File: src/rtl/sdram_fsm_pkg.sv
// Shared SDRAM controller definitions: init/work state codes and pin command encodings.
// Used by the master FSM and the command encoder stage.
package sdram_fsm_pkg;

  typedef enum logic [4:0] {
    I_NOP  = 5'd0,
    I_PRE  = 5'd1,
    I_TRP  = 5'd2,
    I_AR   = 5'd3,
    I_TRF  = 5'd4,
    I_MRS  = 5'd5,
    I_TRSC = 5'd6,
    I_DONE = 5'd7
  } init_st_t;

  typedef enum logic [3:0] {
    W_IDLE   = 4'd0,
    W_ACTIVE = 4'd1,
    W_TRCD   = 4'd2,
    W_READ   = 4'd3,
    W_CL     = 4'd4,
    W_RD     = 4'd5,
    W_WRITE  = 4'd6,
    W_WD     = 4'd7,
    W_TWR    = 4'd8,
    W_PRE    = 4'd9,
    W_TRP    = 4'd10,
    W_AR     = 4'd11,
    W_TRFC   = 4'd12
  } work_st_t;

  // {cs_n, ras_n, cas_n, we_n}
  localparam logic [3:0] CMD_INIT  = 4'b1111;
  localparam logic [3:0] CMD_NOP   = 4'b0111;
  localparam logic [3:0] CMD_PRGE  = 4'b0010;
  localparam logic [3:0] CMD_AREF  = 4'b0001;
  localparam logic [3:0] CMD_LMR   = 4'b0000;
  localparam logic [3:0] CMD_ACT   = 4'b0011;
  localparam logic [3:0] CMD_WRITE = 4'b0100;
  localparam logic [3:0] CMD_READ  = 4'b0101;
  localparam logic [3:0] CMD_BSTOP = 4'b0110;

  function automatic logic [9:0] sat_inc(input logic [9:0] v);
    return (v == 10'h3FF) ? v : v + 10'd1;
  endfunction

endpackage

File: src/rtl/sdram_fsm_ref_timer.sv
// Refresh interval timer: raises ref_req every REF_PERIOD cycles once init is done.
// With SDRAM_REF_MISS_EN, o_ref_miss latches when a request is still pending at the next wrap.
module sdram_ref_timer
  import sdram_fsm_pkg::*;
#(
  parameter int REF_PERIOD = 782
) (
  input  logic clk,
  input  logic rst_n,
  input  logic i_en,
  input  logic i_ref_ack,
  output logic o_ref_req
`ifdef SDRAM_REF_MISS_EN
  ,
  output logic o_ref_miss
`endif
);

  localparam int CW = $clog2(REF_PERIOD);
  localparam logic [CW-1:0] L_END = CW'(REF_PERIOD - 1);

  logic [CW-1:0] r_cnt;
  logic          r_ref_req;
  logic          w_wrap;

  assign w_wrap    = i_en && (r_cnt == L_END);
  assign o_ref_req = r_ref_req;

  always_ff @(posedge clk or negedge rst_n) begin
    if (!rst_n) begin
      r_cnt     <= '0;
      r_ref_req <= 1'b0;
    end else begin
      if (!i_en || w_wrap) r_cnt <= '0;
      else                 r_cnt <= r_cnt + CW'(1);
      if (w_wrap)         r_ref_req <= 1'b1;
      else if (i_ref_ack) r_ref_req <= 1'b0;
    end
  end

`ifdef SDRAM_REF_MISS_EN
  logic r_ref_miss;

  assign o_ref_miss = r_ref_miss;

  always_ff @(posedge clk or negedge rst_n) begin
    if (!rst_n) begin
      r_ref_miss <= 1'b0;
    end else if (w_wrap && r_ref_req && !i_ref_ack) begin
      r_ref_miss <= 1'b1;
    end
  end
`endif

endmodule

File: src/rtl/sdram_fsm.sv
// SDRAM controller master FSM: power-up init, refresh scheduling and burst sequencing.
// Define SDRAM_REF_MISS_EN to add the sticky o_ref_miss overdue-refresh flag.
module sdram_fsm
  import sdram_fsm_pkg::*;
#(
  parameter int T_POWERUP  = 20000,
  parameter int T_RP       = 2,
  parameter int T_RFC      = 7,
  parameter int T_MRD      = 2,
  parameter int T_RCD      = 2,
  parameter int T_CL       = 3,
  parameter int T_WR       = 2,
  parameter int AR_INIT    = 8,
  parameter int REF_PERIOD = 782
) (
  input  logic       clk,
  input  logic       rst_n,
  input  logic       i_sdram_wr_req,
  input  logic       i_sdram_rd_req,
  input  logic [9:0] i_sdram_wr_burst,
  input  logic [9:0] i_sdram_rd_burst,
  output logic       o_sdram_wr_ack,
  output logic       o_sdram_rd_ack,
  output logic       o_sdram_init_done,
  output logic [4:0] o_init_state,
  output logic [3:0] o_work_state,
  output logic [9:0] o_cnt_clk,
  output logic       o_sdram_rd_wr
`ifdef SDRAM_REF_MISS_EN
  ,
  output logic       o_ref_miss
`endif
);

  localparam logic [14:0] L_PWR = 15'(T_POWERUP - 1);
  localparam logic [9:0]  L_RP  = 10'(T_RP - 1);
  localparam logic [9:0]  L_RFC = 10'(T_RFC - 1);
  localparam logic [9:0]  L_MRD = 10'(T_MRD - 1);
  localparam logic [9:0]  L_RCD = 10'(T_RCD - 1);
  localparam logic [9:0]  L_CL  = 10'(T_CL - 2);
  localparam logic [9:0]  L_WR  = 10'(T_WR - 1);
  localparam logic [3:0]  L_AR  = 4'(AR_INIT);

  init_st_t    r_init;
  init_st_t    w_init_nxt;
  work_st_t    r_work;
  work_st_t    w_work_nxt;
  logic [9:0]  r_cnt;
  logic [14:0] r_pwr;
  logic [3:0]  r_ar;
  logic        r_rd_wr;
  logic        w_rd_wr_nxt;
  logic        w_done;
  logic        w_chg;
  logic        w_ref_req;
  logic        w_ref_ack;
  logic [9:0]  w_wr_last;
  logic [9:0]  w_rd_last;

  assign w_done    = (r_init == I_DONE);
  assign w_chg     = (w_init_nxt != r_init) || (w_work_nxt != r_work);
  assign w_ref_ack = (r_work == W_IDLE) && (w_work_nxt == W_AR);
  assign w_wr_last = i_sdram_wr_burst - 10'd1;
  assign w_rd_last = i_sdram_rd_burst - 10'd1;

  sdram_ref_timer #(
    .REF_PERIOD (REF_PERIOD)
  ) u_ref_timer (
    .clk        (clk),
    .rst_n      (rst_n),
    .i_en       (w_done),
    .i_ref_ack  (w_ref_ack),
    .o_ref_req  (w_ref_req)
`ifdef SDRAM_REF_MISS_EN
    ,
    .o_ref_miss (o_ref_miss)
`endif
  );

  always_ff @(posedge clk or negedge rst_n) begin
    if (!rst_n) begin
      r_init  <= I_NOP;
      r_work  <= W_IDLE;
      r_cnt   <= '0;
      r_pwr   <= '0;
      r_ar    <= '0;
      r_rd_wr <= 1'b1;
    end else begin
      r_init  <= w_init_nxt;
      r_work  <= w_work_nxt;
      r_cnt   <= w_chg ? 10'd0 : sat_inc(r_cnt);
      r_rd_wr <= w_rd_wr_nxt;
      if (r_init == I_NOP) r_pwr <= r_pwr + 15'd1;
      if (r_init == I_AR)  r_ar  <= r_ar + 4'd1;
    end
  end

  always_comb begin
    w_init_nxt  = r_init;
    w_work_nxt  = r_work;
    w_rd_wr_nxt = r_rd_wr;
    unique case (r_init)
      I_NOP:   if (r_pwr == L_PWR) w_init_nxt = I_PRE;
      I_PRE:   w_init_nxt = I_TRP;
      I_TRP:   if (r_cnt == L_RP) w_init_nxt = I_AR;
      I_AR:    w_init_nxt = I_TRF;
      I_TRF:   if (r_cnt == L_RFC)
                 w_init_nxt = (r_ar == L_AR) ? I_MRS : I_AR;
      I_MRS:   w_init_nxt = I_TRSC;
      I_TRSC:  if (r_cnt == L_MRD) w_init_nxt = I_DONE;
      I_DONE:  w_init_nxt = I_DONE;
      default: w_init_nxt = I_NOP;
    endcase
    // Refresh wins at idle; a running burst is never cut short.
    if (!w_done) begin
      w_work_nxt = W_IDLE;
    end else begin
      unique case (r_work)
        W_IDLE: begin
          if (w_ref_req) begin
            w_work_nxt = W_AR;
          end else if (i_sdram_wr_req) begin
            w_work_nxt  = W_ACTIVE;
            w_rd_wr_nxt = 1'b0;
          end else if (i_sdram_rd_req) begin
            w_work_nxt  = W_ACTIVE;
            w_rd_wr_nxt = 1'b1;
          end
        end
        W_ACTIVE: w_work_nxt = W_TRCD;
        W_TRCD:   if (r_cnt == L_RCD)
                    w_work_nxt = r_rd_wr ? W_READ : W_WRITE;
        W_WRITE:  w_work_nxt = W_WD;
        W_WD:     if (r_cnt == w_wr_last) w_work_nxt = W_TWR;
        W_TWR:    if (r_cnt == L_WR) w_work_nxt = W_PRE;
        W_READ:   w_work_nxt = W_CL;
        W_CL:     if (r_cnt == L_CL) w_work_nxt = W_RD;
        W_RD:     if (r_cnt == w_rd_last) w_work_nxt = W_PRE;
        W_PRE:    w_work_nxt = W_TRP;
        W_TRP:    if (r_cnt == L_RP) w_work_nxt = W_IDLE;
        W_AR:     w_work_nxt = W_TRFC;
        W_TRFC:   if (r_cnt == L_RFC) w_work_nxt = W_IDLE;
        default:  w_work_nxt = W_IDLE;
      endcase
    end
  end

  always_comb begin
    o_sdram_wr_ack = 1'b0;
    o_sdram_rd_ack = 1'b0;
    unique case (1'b1)
      (r_work == W_WRITE): o_sdram_wr_ack = 1'b1;
      (r_work == W_WD):    o_sdram_wr_ack = (r_cnt < w_wr_last);
      (r_work == W_RD):    o_sdram_rd_ack = 1'b1;
      default: ;
    endcase
  end

  assign o_sdram_init_done = w_done;
  assign o_init_state      = r_init;
  assign o_work_state      = r_work;
  assign o_cnt_clk         = r_cnt;
  assign o_sdram_rd_wr     = r_rd_wr;

endmodule

File: config.mk
export PLATFORM = sky130hd
export DESIGN_NAME = sdram_fsm
export DESIGN_NICKNAME = d
export VERILOG_FILES = /design/src/rtl/sdram_fsm_pkg.sv /design/src/rtl/sdram_fsm_ref_timer.sv /design/src/rtl/sdram_fsm.sv
export SDC_FILE = /design/constraint.sdc
export NUM_CORES = 1
export LEC_CHECK = 0
export ABC_CLOCK_PERIOD_IN_PS = 3630
export CAP_MARGIN = 10
export CELL_PAD_IN_SITES_DETAIL_PLACEMENT = 0
export CELL_PAD_IN_SITES_GLOBAL_PLACEMENT = 2
export CORE_AREA = 2 2 117 96
export DETAILED_ROUTE_END_ITERATION = 8
export DIE_AREA = 0 0 119 98
export PLACE_DENSITY_LB_ADDON = 0.1
export SETUP_SLACK_MARGIN = 0.02
export SYNTH_ARGS = -nofsm -noshare
export SYNTH_HDL_FRONTEND = slang
export SYNTH_SLANG_ARGS = --single-unit
export TNS_END_PERCENT = 10
File: constraint.sdc
create_clock -name clk -period 3.63 [get_ports clk]
set_clock_uncertainty 0.2 [all_clocks]
set_input_delay 0.726 -clock clk [delete_from_list [all_inputs] [get_ports clk]]
set_output_delay 0.726 -clock clk [all_outputs]
set_load 0.005 [all_outputs]
==> key figures, run 1 <==
Timing
  – Slew @ Worst Pin: 0.759 ns
  – Fin crit period: 3.67 ns
  – Final Max Slew Viols: 0
  – FMAX: 272 MHz
  – Rel. slew slack: 49.2%
  – Final period utilization: 101%
  – Final Hold Vio Count: 0
  – RSZ-0062 raised after global routing: true
  – Setup WS post-layout: -0.0438 ns
  – Final setup fails: 2

CTS
  – CTS Sinks: 50
  – Reg clk slew, reported paths: 0.07 ns
  – Hold Buf Count CTS: 0
  – CTS root buffer: clkbuf_16
  – Clk buf depth: 2
  – Clock Latency Late Sink: 0.29 ns
  – CTS buffer count: 5
  – # H-tree levels: 2
  – CTS tree: built

Worst setup path
  – Critical path class: input pin to output port
  – Setup crit start kind: input pin
  – Worst Setup End Kind: output port
  – CP max FO: 4
  – CP Data Required Time: 2.70 ns
  – Arr. time, crit path: 2.75 ns

Routing
  – TritonRoute pass-1 iters: 5
  – Antenna viol nets, final: 0
  – Via/cell ratio: 5.08
  – Post-route DRC: 0
  – Total wire length: 9.93 mm
  – Drt initial violations: 140
  – DR vias: 3148
  – Drt wl/cell: 16.0 um

Global route
  – Global route hottest layer: met1
  – Grt ovf: 0
  – GRT Util Overall: 17.3%
  – Grt met1 use: 26.2%
  – Initial antenna violation count: 0
  – Met3 track demand over resource: 3.39%
  – Number of global-route vias before repair: 3104
  – First-pass GRT wire length: 16.2 mm
  – Met2 GRT Util: 26.0%
  – Largest net degree at the start of global routing: 28

Outcome
  – Failing checks: setup timing
  – Status: finished with violations

Floorplanning
  – Row count: 34
  – I/O pins: 47
  – Die height: 98 um
  – Die area: 0.0117 sq mm
  – Initial core utilization: 32.9%
  – Die W: 119 um
  – CORE AREA: 0.0106 sq mm

Finish
  – Design area: 0.00477 sq mm
  – Layout cells sized above 1: 20.6%
  – Area of the multi-input gates: 0.00231 sq mm
  – Final nets: 519
  – Register area: 0.00125 sq mm
  – Antenna fix cells: 0
  – Area Overhead vs Synth: 36.9%
  – Fill cells: 1052

Logic synthesis
  – Post-Syn Area per Cell: 9.08 sq um
  – Synth top area share: 35.2%
  – Post-synth top area cell: dfrtp_1
  – Post-synth EDFFs: 0
  – Flops & latches, synth: 50
  – Async set-reset flop share out of synthesis: 100%
  – Main flop type after synthesis: dfrtp_1
  – Cell variety after synth: 58
  – Seq/Total Area, Yosys: 35.9%
  – Post-Synthesis Cells: 384
  – Top cells by area, synth: dfrtp_1 (35%), ha_1 (7.2%), xnor2_1 (7.0%)
  – Synth Cell Area: 0.00349 sq mm
  – Syn. warnings: 0

Pwr
  – Maximum vdd drop: 0.188 mV
  – Lkg Pwr: 1.94 nW
  – PwrDens: 275 mW/mm^2

Hold path
  – Hold Path Class: input pin to asynchronous set/reset pin

Place
  – IO Port Bufs: 46
  – Final HPWL from detailed placement: 6.96 mm
  – Setup WS pre-CTS: -0.838 ns
  – Routability cong.: 0.735
  – Placed cell area: 0.00436 sq mm

Run
  – Max-cap violations: 0
-- cells by family after synthesis --
logic type                 after synthesis  synth area share (%)
other                                    1                 0.108
xor gates and xnor gates                50                  12.6
and+or+nand+nor                        179                  28.3
buffers and inverters                   26                  3.05
muxes                                    2                 0.610
AOI/OAI and AO/OA                       56                  12.2
DFF                                     50                  35.9
adders and majority gates               20                  7.18
-- through the flow --
step                      setup TNS (ns)  instances  total power, W  hold WS, ns  util (%)
after floorplan                        0        385        0.000726        0.230         -
after global placement             -7.18        600        0.000820        0.262      41.2
after detailed placement           -8.02        600        0.000824        0.273      41.2
after CTS                          -1.85        619         0.00132        0.285      44.2
after global routing               -1.15        620         0.00138        0.322      45.1
final                            -0.0686        620         0.00131        0.267      45.1
-- per-layer routing --
layer / up-vias / part of all wire [%]
met4: 0 / 0.44
met1: 1524 / 53
li1: 1573 / -
met5: - / 0
met3: 4 / 3.3
met2: 47 / 43
-- cells in the final DEF (no fill, tap or decap), types with 7 or more instances in the layout --
cell              n
dfrtp_1          49
buf_4            42
nor2_1           37
clkdlybuf4s50_1  37
xnor2_1          28
nand2_1          22
xor2_1           22
nand3_1          21
ha_1             19
nand4_1          15
inv_1            12
a21oi_1          11
nor3_1           10
nor4_1            9
o21ai_0           8
and3_1            8
nor3b_1           7
-- area by class of cell --
type	count	share of cell area, %
clock inverters	3	0.446
multi-input cells	310	48.4
inverters	15	1.34
clock buffers	5	2.62
flip-flops and latches	50	26.2
repair buffers	93	17.2
well taps	144	3.78
-- where the power goes --
group	switching (W)	total, W	internal [W]
combinational	0.0000950	0.000201	0.000106
sequential	0.0000394	0.000629	0.000589
clock	0.000226	0.000482	0.000256
total	0.000360	0.00131	0.000952
-- worst max-delay path: stages --
cell      delay [ns]
buf_2           0.13
nor2_4          0.15
nand2_2         0.07
or3_4           0.36
buf_6           0.13
xor2_1          0.14
ha_1            0.27
nand4_1         0.14
buf_6           0.17
o211ai_1        0.24
a21oi_2         0.10
buf_2           0.13
-- cells in the mapped netlist, drive strengths merged, types with 2 or more instances --
cell     instances
nand2           23
or4              2
or3              2
and3b            2
nor3            20
ha              20
xor2            22
nor3b            9
inv             14
dfrtp           49
o21ai           11
nand4           15
nor2            38
a31oi            2
nand3           22
clkbuf           9
a21o             4
and3             8
nand2b           4
a211oi           3
buf              2
o31ai            2
or2              2
xnor2           28
a21boi           2
nand3b           6
a22o             2
o211ai           4
a21oi           13
nor4            10
nor2b            6
a2111oi          2
or4b             3
o22ai            2
and2             5
-- what timing repair did --
action                                  in CTS  in global routing
setup buffers                               11                  1
endpoints found under the setup margin      12                 12
resized for setup                           47                 19
pin swaps                                   24                 12
cloned                                       1                  0
-- path summary, 6_finish.rpt --
kind / from / endpoint / slack (ns) / cells after the start
min in group clk: r_ar[3] / r_ar[3] / 0.28 / 1
worst max-delay path: i_sdram_wr_burst[3] / o_sdram_wr_ack / -0.04 / 12
worst max register to register: o_cnt_clk[8] / o_cnt_clk[4] / 0.56 / 7
worst min-delay path: rst_n / o_cnt_clk[9] / 0.27 / 1
worst min register to register: r_ar[3] / r_ar[3] / 0.28 / 1
max in group asynchronous: rst_n / o_init_state[0] / 2.17 / 2
-- state kept, by name, indices dropped and copies added, names as in the netlist --
register,flops
o_work_state,4
r_pwr,15
u_ref_timer.r_cnt,10
o_sdram_rd_wr,1
o_cnt_clk,10
r_ar,4
u_ref_timer.o_ref_req,1
o_init_state,5
Note: power is estimated with default switching activity, not from simulation.
==> inputs of run 2 (changes only) <==
--- a/config.mk
+++ b/config.mk
@@ -10,6 +10,7 @@
 export CELL_PAD_IN_SITES_DETAIL_PLACEMENT = 0
 export CELL_PAD_IN_SITES_GLOBAL_PLACEMENT = 2
 export CORE_AREA = 2 2 117 96
+export CTS_CLUSTER_SIZE = 40
 export DETAILED_ROUTE_END_ITERATION = 8
 export DIE_AREA = 0 0 119 98
 export PLACE_DENSITY_LB_ADDON = 0.1
==> results of run 2 <==
The final DEF is identical to that of run 1; final timing and power are the same.
==> inputs of run 3 (changes only) <==
--- a/config.mk
+++ b/config.mk
@@ -5,14 +5,14 @@
 export SDC_FILE = /design/constraint.sdc
 export NUM_CORES = 1
 export LEC_CHECK = 0
-export ABC_CLOCK_PERIOD_IN_PS = 3630
+export ABC_CLOCK_PERIOD_IN_PS = 3050
 export CAP_MARGIN = 10
 export CELL_PAD_IN_SITES_DETAIL_PLACEMENT = 0
 export CELL_PAD_IN_SITES_GLOBAL_PLACEMENT = 2
-export CORE_AREA = 2 2 117 96
+export CORE_AREA = 2 2 122 100
 export CTS_CLUSTER_SIZE = 40
 export DETAILED_ROUTE_END_ITERATION = 8
-export DIE_AREA = 0 0 119 98
+export DIE_AREA = 0 0 124 102
 export PLACE_DENSITY_LB_ADDON = 0.1
 export SETUP_SLACK_MARGIN = 0.02
 export SYNTH_ARGS = -nofsm -noshare
==> constraint.sdc (replaced) <==
create_clock -name clk -period 3.05 [get_ports clk]
set_clock_uncertainty 0.2 [all_clocks]
set_input_delay 0.61 -clock clk [delete_from_list [all_inputs] [get_ports clk]]
set_output_delay 0.61 -clock clk [all_outputs]
set_load 0.005 [all_outputs]
==> run 3 against run 2 <==
The flow still finishes with violations (setup timing); cell count increased by 2.7%; critical endpoint is now o_cnt_clk[1]; combinational power increased by 19%; sequential power increased by 19%.
==> key figures, run 3 (same netlist as run 1, synthesis figures left out) <==
CTS
  – CTS Sinks: 50 (unchanged)
  – Reg clk slew, reported paths: 0.07 ns (about the same)
  – Clock Latency Late Sink: 0.29 ns (about the same)
  – CTS root buffer: clkbuf_16
  – CTS tree: built
  – CTS buffer count: 5 (unchanged)
  – Clk buf depth: 2 (unchanged)
  – # H-tree levels: 2 (unchanged)

Place
  – Placed cell area: 0.00446 sq mm (+2.4%)
  – Final HPWL from detailed placement: 7.27 mm (+4.4%)
  – Routability cong.: 0.776 (+5.5%)
  – IO Port Bufs: 46 (unchanged)

Floorplanning
  – Die W: 124 um (+4.2%)
  – I/O pins: 47 (unchanged)
  – Die area: 0.0126 sq mm (+8.5%)
  – CORE AREA: 0.0114 sq mm (+7.5%)
  – Row count: 35 (+2.9%)
  – Die height: 102 um (+4.1%)
  – Initial core utilization: 30.6% (-2.3 points)

Worst setup path
  – Top cell family by delay on the critical path: buffers and inverters
  – Worst Setup End Kind: flop
  – Critical path class: input pin to flop
  – Worst path cell trace: dlygate4sd2_1 -> or3_4 -> buf_6 -> xor2_2 -> ha_1 -> nand4_1 -> buf_6 -> o31ai_4 -> buf_6 -> buf_4 -> and3_4 -> a21oi_2 -> o22ai_2 -> o211ai_4 -> buf_6 -> a2111oi_4
  – Setup crit start kind: input pin
  – Most used cell, CP: buf_6
  – CP Data Required Time: 3.04 ns (+0.34 ns)
  – CP max FO: 4 (unchanged)
  – Worst path bufs/invs: 6 (+2)
  – Slowest cell on crit path: or3_4
  – Max stage delay on crit path: 0.42 ns (+0.06 ns)
  – Arr. time, crit path: 3.53 ns (+0.78 ns)

Pwr
  – Comb power frac: 15.6% (+0.3 points)
  – Clock power share: 36.1% (-0.6 points)
  – Maximum vdd drop: 0.200 mV (+6.2%)
  – Sw Share: 26.5% (-0.95 points)
  – PwrDens: 314 mW/mm^2 (+14%)
  – Lkg Pwr: 2.01 nW (+3.6%)
  – Sequential Power Share: 48.3% (+0.4 points)
  – Switching power total: 0.000409 W (+14%)
  – Int Pwr: 0.00113 W (+19%)

Routing
  – Drt initial violations: 154 (+10%)
  – DR vias: 3113 (-1.1%)
  – Antenna viol nets, final: 0 (unchanged)
  – Total wire length: 9.35 mm (-5.8%)
  – Post-route DRC: 0 (unchanged)
  – TritonRoute pass-1 iters: 4 (-1)
  – Via/cell ratio: 4.89 (-3.8%)
  – Drt wl/cell: 14.7 um (-8.3%)

Finish
  – Biggest register: r_pwr
  – Commonest non-fill, non-tap cell in the layout: buf_4
  – Area Overhead vs Synth: 40.8%
  – Max reg flops: 15 (unchanged)
  – Final nets: 532 (+2.5%)
  – Most frequent cells in the layout: buf_4 (54), dfrtp_1 (49), nor2_1 (37), clkdlybuf4s50_1 (37), xnor2_1 (28)
  – Design area: 0.00491 sq mm (+2.8%)
  – Fill cells: 1136 (+8.0%)
  – Final Util: 43.1% (-2.0 points)
  – Layout cells sized above 1: 23.7% (+3.1 points)
  – Antenna fix cells: 0 (unchanged)

Timing
  – FMAX: 282 MHz
  – Fin crit period: 3.54 ns
  – Setup WS post-layout: -0.490 ns (-0.446 ns)
  – Rel. slew slack: 50.2% (+1.0 points)
  – Final Hold Vio Count: 0 (unchanged)
  – Final Max Slew Viols: 0 (unchanged)
  – Final period utilization: 116%
  – RSZ-0062 raised after global routing: true
  – Final setup fails: 11 (+9)
  – Slew @ Worst Pin: 0.740 ns (-0.0184 ns)

Global route
  – Initial antenna violation count: 0 (unchanged)
  – GRT Util Overall: 15.7% (-1.6 points)
  – First-pass GRT wire length: 15.4 mm (-5.4%)
  – Largest net degree at the start of global routing: 31 (+11%)
  – Number of global-route vias before repair: 2939 (-5.3%)
  – Grt ovf: 0 (unchanged)

Outcome
  – Failing checks: setup timing
  – Status: finished with violations

Run
  – Max-cap violations: 0 (unchanged)

Hold path
  – Hold Path Class: flop to flop
-- run 3: power by group through the flow --
stage	Clock, W	Sequential, W	Combinational, W
3_5_place_dp	0	0.000758	0.000223
5_1_grt	0.000607	0.000755	0.000269
2_1_floorplan	0	0.000751	0.000114
4_1_cts	0.000586	0.000746	0.000239
6_report	0.000557	0.000746	0.000240
3_3_place_gp	0	0.000757	0.000219
-- run 3: area by class of cell --
class	instances	area [sq um]	share of cell area (%)
Sequential cell	50	1250	25.5
Tap cell	148	185	3.77
Inverter	15	61.3	1.25
Clock buffer	5	125	2.55
Clock inverter	3	21.3	0.433
Multi-Input combinational cell	310	2350	47.8
Timing Repair Buffer	106	915	18.6
-- run 3: worst register-to-register path: stages (launching register included) --
cell and delay, ns:
dfrtp_1 0.41, nor4_1 0.68, nand3_1 0.25, a22o_1 0.34, a211oi_2 0.28, o22ai_1 0.16
a21oi_4 0.43, nor3_1 0.11
-- run 3: metrics by stage --
step,std cells,hold WS (ns),setup slack (ns),setup TNS [ns],power (W)
6_report,637,0.279,-0.490,-4.46,0.00154
5_1_grt,637,0.309,-0.591,-5.70,0.00163
4_1_cts,636,0.280,-0.667,-6.52,0.00157
3_5_place_dp,617,0.242,-1.19,-15.11,0.000981
3_3_place_gp,617,0.240,-1.14,-14.64,0.000976
2_1_floorplan,385,0.114,-0.442,-3.66,0.000864
-- run 3: timing repair --
item                       CTS  global route
hold buffers                 1             0
hold endpoints to repair     3             0
setup endpoints to repair   16            15
gates resized for setup     50            18
buffers inserted            10             1
pin swaps                   25            12
gates cloned                 1             0
-- run 3: layer usage --
metal  global-route usage (%)  vias to the layer above  part of all wire [%]
met3                     2.90                        8                   5.2
met4                     3.63                        0                  0.92
met5                        0                        -                     0
li1                         -                     1598                     -
met2                     21.7                       55                    40
met1                     25.0                     1452                    54
-- run 3: final timing paths --
check / cells past startpoint / start / slack, ns / endpoint
max: 16 / i_sdram_wr_burst[5] / -0.49 / o_cnt_clk[1]
min: 1 / r_pwr[14] / 0.28 / r_pwr[14]
max reg2reg: 7 / o_cnt_clk[6] / 0.05 / o_cnt_clk[2]
min reg2reg: 1 / r_pwr[14] / 0.28 / r_pwr[14]
max in group asynchronous: 3 / rst_n / 1.56 / o_sdram_rd_wr
min in group asynchronous: 2 / rst_n / 0.46 / o_init_state[0]
